**config.mk**
```make
export PLATFORM = sky130hd
export DESIGN_NAME = data_mem_responder_flat
export DESIGN_NICKNAME = d
export VERILOG_FILES = /design/src/rtl/data_mem_responder_if.sv /design/src/rtl/data_mem_responder.sv /design/src/flat_wrapper.sv
export SDC_FILE = /design/constraint.sdc
export NUM_CORES = 2
export LEC_CHECK = 0
export CAP_MARGIN = 20
export CORE_MARGIN = 2
export CORE_UTILIZATION = 41
export CTS_CLUSTER_DIAMETER = 50
export DETAILED_ROUTE_END_ITERATION = 12
export SYNTH_ARGS = -nofsm -noshare
export SYNTH_HDL_FRONTEND = slang
export SYNTH_SLANG_ARGS = --single-unit
export TNS_END_PERCENT = 20
```
**constraint.sdc**
```tcl
create_clock -name clk -period 10.5 [get_ports clk]
set_input_delay 2.1 -clock clk [delete_from_list [all_inputs] [get_ports clk]]
set_output_delay 2.1 -clock clk [all_outputs]
set_load 0.01 [all_outputs]
```
**src/rtl/data_mem_responder_if.sv**
```systemverilog
// data_mem_responder_if: request/response bus between a memory stage and the data RAM responder
//   master: drives req_valid/req_we/req_addr/req_wdata and resp_ready
//   slave : drives req_ready, resp_valid, resp_rdata, resp_err
interface data_mem_responder_if;
  logic        req_valid;
  logic        req_we;
  logic [15:0] req_addr;
  logic [15:0] req_wdata;
  logic        req_ready;
  logic        resp_valid;
  logic        resp_ready;
  logic [15:0] resp_rdata;
  logic        resp_err;
  modport master (
    output req_valid, req_we, req_addr, req_wdata, resp_ready,
    input  req_ready, resp_valid, resp_rdata, resp_err
  );
  modport slave (
    input  req_valid, req_we, req_addr, req_wdata, resp_ready,
    output req_ready, resp_valid, resp_rdata, resp_err
  );
endinterface

```
**src/rtl/data_mem_responder.sv**
```systemverilog
// data_mem_responder: single-outstanding data RAM responder with configurable wait states
//   clk : rising-edge clock
//   rst : asynchronous active-low reset
//   bus : slave side of data_mem_responder_if (request in, response out)
module data_mem_responder #(
  parameter int ADDR_W      = 8,
  parameter int WAIT_CYCLES = 1
) (
  input logic                  clk,
  input logic                  rst,
  data_mem_responder_if.slave  bus
);
  typedef enum logic [1:0] {IDLE, BUSY, RESP} state_t;
  localparam bit ZERO_WAIT = (WAIT_CYCLES == 0);
  state_t      state_q, state_d;
  logic [3:0]  cnt_q, cnt_d;
  logic        we_q, we_d;
  logic [15:0] addr_q, addr_d;
  logic [15:0] wdata_q, wdata_d;
  logic [15:0] rdata_q, rdata_d;
  logic        err_q, err_d;
  logic [15:0] mem [2**ADDR_W];
  logic        accept, access, acc_we, in_range, ram_we;
  logic [15:0] acc_addr, acc_wdata;
  assign bus.req_ready  = rst && state_q == IDLE;
  assign bus.resp_valid = state_q == RESP;
  assign bus.resp_rdata = rdata_q;
  assign bus.resp_err   = err_q;
  always_comb begin
    accept    = bus.req_valid && bus.req_ready;
    // with no wait states the access uses the live request on its acceptance edge
    acc_we    = state_q == IDLE ? bus.req_we    : we_q;
    acc_addr  = state_q == IDLE ? bus.req_addr  : addr_q;
    acc_wdata = state_q == IDLE ? bus.req_wdata : wdata_q;
    in_range  = (acc_addr >> ADDR_W) == 16'd0;
    access    = ZERO_WAIT ? accept : (state_q == BUSY && cnt_q == 4'd0);
    ram_we    = access && acc_we && in_range;
    state_d   = state_q;
    cnt_d     = cnt_q;
    we_d      = we_q;
    addr_d    = addr_q;
    wdata_d   = wdata_q;
    rdata_d   = rdata_q;
    err_d     = err_q;
    case (state_q)
      IDLE: if (accept) begin
        state_d = ZERO_WAIT ? RESP : BUSY;
        cnt_d   = ZERO_WAIT ? 4'd0 : 4'(WAIT_CYCLES - 1);
        we_d    = bus.req_we;
        addr_d  = bus.req_addr;
        wdata_d = bus.req_wdata;
      end
      BUSY: begin
        state_d = cnt_q == 4'd0 ? RESP : BUSY;
        cnt_d   = cnt_q == 4'd0 ? 4'd0 : cnt_q - 4'd1;
      end
      RESP:    state_d = bus.resp_ready ? IDLE : RESP;
      default: state_d = IDLE;
    endcase
    if (access) begin
      rdata_d = (!acc_we && in_range) ? mem[acc_addr[ADDR_W-1:0]] : 16'h0000;
      err_d   = !in_range;
    end
  end
  always_ff @(posedge clk or negedge rst) begin
    if (!rst) begin
      state_q <= IDLE;
      cnt_q   <= 4'd0;
      we_q    <= 1'b0;
      addr_q  <= 16'h0000;
      wdata_q <= 16'h0000;
      rdata_q <= 16'h0000;
      err_q   <= 1'b0;
    end else begin
      state_q <= state_d;
      cnt_q   <= cnt_d;
      we_q    <= we_d;
      addr_q  <= addr_d;
      wdata_q <= wdata_d;
      rdata_q <= rdata_d;
      err_q   <= err_d;
    end
  end
  // RAM keeps its contents across reset; a reset forces IDLE, so a pending store never fires
  always_ff @(posedge clk) begin
    if (ram_we) mem[acc_addr[ADDR_W-1:0]] <= acc_wdata;
  end
endmodule

```
**src/flat_wrapper.sv**
```systemverilog
// flat-port wrapper written by rule: the top's interface ports become plain ports
module data_mem_responder_flat 
#(
  parameter int ADDR_W      = 8,
  parameter int WAIT_CYCLES = 1
)
  (clk, rst, bus_req_valid, bus_req_we, bus_req_addr, bus_req_wdata, bus_resp_ready, bus_req_ready, bus_resp_valid, bus_resp_rdata, bus_resp_err);
  data_mem_responder_if bus_i ();
  input logic clk;
  input logic rst;
  input wire logic [$bits(bus_i.req_valid)-1:0] bus_req_valid;
  input wire logic [$bits(bus_i.req_we)-1:0] bus_req_we;
  input wire logic [$bits(bus_i.req_addr)-1:0] bus_req_addr;
  input wire logic [$bits(bus_i.req_wdata)-1:0] bus_req_wdata;
  input wire logic [$bits(bus_i.resp_ready)-1:0] bus_resp_ready;
  output wire logic [$bits(bus_i.req_ready)-1:0] bus_req_ready;
  output wire logic [$bits(bus_i.resp_valid)-1:0] bus_resp_valid;
  output wire logic [$bits(bus_i.resp_rdata)-1:0] bus_resp_rdata;
  output wire logic [$bits(bus_i.resp_err)-1:0] bus_resp_err;
  assign bus_i.req_valid = bus_req_valid;
  assign bus_i.req_we = bus_req_we;
  assign bus_i.req_addr = bus_req_addr;
  assign bus_i.req_wdata = bus_req_wdata;
  assign bus_i.resp_ready = bus_resp_ready;
  assign bus_req_ready = bus_i.req_ready;
  assign bus_resp_valid = bus_i.resp_valid;
  assign bus_resp_rdata = bus_i.resp_rdata;
  assign bus_resp_err = bus_i.resp_err;
  data_mem_responder #(.ADDR_W(ADDR_W), .WAIT_CYCLES(WAIT_CYCLES)) u_core (.clk(clk), .rst(rst), .bus(bus_i));
endmodule
```
==> results.md <==
* Die area at 373,000 sq um
* Pre-CTS setup slack at 2900 ps
* Syn nets at 8,774
* Syn avg cell area at 17.3 sq um
* DR iter-0 viols at 15,070
* Core Area at 366,000 sq um
* Fin util at 0.472
* Crit path launch type: input pin
* Ys flop type: edfxtp_1
* Yosys cell types at 51
* Slowest stage delay, CP at 1000 ps
* Worst setup margin at 3840 ps
* GPL Wtd Cong at 0.850
* Fillcell total at 30,166
* Final setup viols at 0
* Starting Density at 0.412
* Vias in the first global route at 86,828
* Clk_lat worst skew at 940 ps
* Power per cell area at 281 nW/um^2
* Ys async rst share at 0.0135
* Switching Fraction at 0.337
* Clock buffer depth at 4
* Antenna violations before repair at 26
* Worst-Margin Slew at 1270 ps
* Rel. slew slack at 0.144
* # rows at 222
* # Post-CTS Setup Buffers at 0
* DP Area at 159,000 sq um
* Seq/Total Area, Yosys at 0.825
* Sw Pwr at 0.0164 W
* CTS tree: built
* Clock share of power at 0.306
* WL/cell at 33.0 um
* DRT Pass-1 Iters at 6
* Setup TNS at 0 ps
* P_int at 0.0322 W
* Vias per cell at 6.40
* First-pass GRT wire length at 653,000 um
* ANT nets after route at 0
* Clock Skews at 59.4 ps
* Die Ht at 611 um
* Most frequent cells in the layout: edfxtp_1 (4,096), o22ai_1 (1,924), o21ai_0 (934)
* CP Buf/Inv Count at 3
* CTS H-tree lvls at 5
* CP max FO at 117
* Worst vdd ir at 0.281 mV
* Grt total ovfl at 0
* Finished layout cell area at 173,000 sq um
* Nature of the critical path endpoint: register
* HP Class: register to register
* CTS Buf Count at 417
* Buffers on Ports at 55
* Post-DP HPWL at 256,000 um
* Num ports at 56
* Total Wirelength at 469,000 um
* # DRC at 0
* F_max at 150 MHz
* Critical path arrival at 7490 ps
* FF+latch count, synth at 4,152
* GRT Util Overall at 0.243
* Sequential Power Share at 0.434
* Comb power frac at 0.259
* Post-synth EDFFs at 4,096
* Yosys warns at 0
* Unrepaired setup endpoints after global routing: false
* Hold Buf Count CTS at 0
* Vias at 90,978
* Min Tclk post-route at 6660 ps
* Data required, critical path at 11,320 ps
* Net count, final at 9,076
* CP Class: input pin to register
* Hold Vio Cnt, Final at 0
* Crit-path slowest cell: o41ai_1
* Total power at 0.0486 W
* Pin count of the biggest net entering global routing at 199
* Max Cap Viol at 0
* Layout cell share with drive strength beyond 1 at 0.126
* Top delay family on crit path: compound AO/OA/AOI/OAI gates
* Tcrit/Tclk final at 0.634
* CP most frequent cell: o21ai_1
* Synth Instances at 8,736
* Root buf cell: clkbuf_16
* Final max-slew violation count at 0
* CTS resizes at 0
* Commonest non-fill, non-tap cell in the layout: edfxtp_1
* Clock slew at reported path FFs at 60 ps
* Synthesis-to-finish area growth at 14.4%
* Static leakage at 51.9 nW
* Post-Syn Area at 151,000 sq um
* Cell Chain, Critical Path: clkdlybuf4s50_1 -> or4_1 -> o31a_2 -> buf_12 -> buf_4 -> o22ai_1 -> o21ai_1 -> a41oi_1 -> o41ai_1 -> o21ai_1 -> o41ai_2
* Status: finished clean
* CTS sink cnt at 4,152
* Die X at 611 um
power groups by stage:
stage / Combinational, W / Sequential [W] / Clock, W
finish: 0.0126 / 0.0211 / 0.0149
detailed placement: 0.0123 / 0.0214 / 0
CTS: 0.0123 / 0.0211 / 0.0150
floorplan: 0.00642 / 0.0222 / 0
global route: 0.0130 / 0.0211 / 0.0156
global placement: 0.0120 / 0.0214 / 0
worst reg2reg max path: stages (launching register included):
cell and delay, ps:
dfrtp_1 510, nor2_4 160, buf_4 650, o21a_4 580
buf_12 440, buf_4 600, o22ai_1 200, o21ai_1 230
a41oi_1 210, o41ai_1 1000, o21ai_1 580, o41ai_2 420
layer usage:
metal,vias to the layer above,global-route usage,part of all wire
met5,-,0,0.00019
met4,14,0.115,0.052
met3,975,0.0508,0.11
met2,5970,0.374,0.45
met1,46734,0.332,0.38
li1,37285,-,-
final timing paths:
| kind | from | end | slack [ps] | cells after the start |
|---|---|---|---|---|
| setup reg to reg | u_core.state_q[1] | u_core.bus.resp_rdata[4] | 4820 | 11 |
| setup / recovery | bus_req_addr[0] | u_core.bus.resp_rdata[4] | 3840 | 11 |
| hold / removal | u_core.wdata_q[9] | u_core.wdata_q[9] | 510 | 1 |
| hold reg to reg | u_core.wdata_q[9] | u_core.wdata_q[9] | 510 | 1 |
| max in group asynchronous | rst | u_core.bus.resp_rdata[11] | 8420 | 2 |
| min in group asynchronous | rst | u_core.wdata_q[1] | 1380 | 2 |
logic make-up (layout without fill, tap and decap cells):
logic type,count (synthesis),after routing,synth area share
simple gates,486,486,0.0139
fa+ha+maj,1,1,0.0000829
flops,4152,4152,0.825
other cells,0,14,0
buf+inv,650,1298,0.0201
compound gates,3413,3413,0.139
mux,34,34,0.00253
sequential cells by signal, indices dropped and copies added, names as in the netlist:
register / count
u_core.mem: 4096
u_core.addr_q: 16
u_core.bus.resp_rdata: 16
u_core.wdata_q: 16
u_core.cnt_q: 4
u_core.state_q: 2
u_core.bus.resp_err: 1
u_core.we_q: 1
metrics by stage:
step	hold WS [ps]	cells
floorplan	472	8736
global placement	489	13408
detailed placement	496	13427
CTS	511	14192
global route	528	14205
finish	509	14214
synth_stat cells (2+ instances only):
master | instances | area (sq um)
o22ai_1 | 1924 | 12000
nand4_1 | 33 | 206
nand3_1 | 22 | 110
nor3_1 | 2 | 10.0
nand2_1 | 104 | 390
o21ai_1 | 64 | 320
a222oi_1 | 7 | 70.1
mux2_2 | 33 | 372
or3_1 | 3 | 18.8
inv_1 | 13 | 48.8
buf_4 | 15 | 113
or4_1 | 2 | 15.0
nor2_1 | 266 | 998
nand2b_1 | 17 | 106
edfxtp_1 | 4096 | 123000
a41oi_1 | 211 | 1850
o2111ai_1 | 4 | 35.0
o21ai_0 | 935 | 4680
o31a_1 | 2 | 17.5
a21oi_1 | 71 | 355
dfrtp_1 | 56 | 1400
a22oi_1 | 127 | 953
a221oi_1 | 2 | 17.5
o21ai_2 | 3 | 26.3
o41ai_1 | 40 | 350
o31ai_1 | 4 | 30.0
or4b_1 | 2 | 20.0
buf_1 | 12 | 45.0
nor4_1 | 28 | 175
clkbuf_1 | 200 | 751
buf_2 | 406 | 2030
buf_6 | 4 | 45.0
o21a_1 | 10 | 75.1
final cells by class:
cell class | count | area (sq um) | area share
sequential | 4152 | 124000 | 0.721
antenna | 14 | 35.0 | 0.000203
multi-input combinational | 3934 | 23900 | 0.138
timing repair buffer | 520 | 4640 | 0.0269
clock buffer | 513 | 11000 | 0.0635
inverter | 13 | 48.8 | 0.000283
clock inverter | 252 | 2670 | 0.0155
tap | 4816 | 6030 | 0.0349
Power figures use the tool's default switching activity.
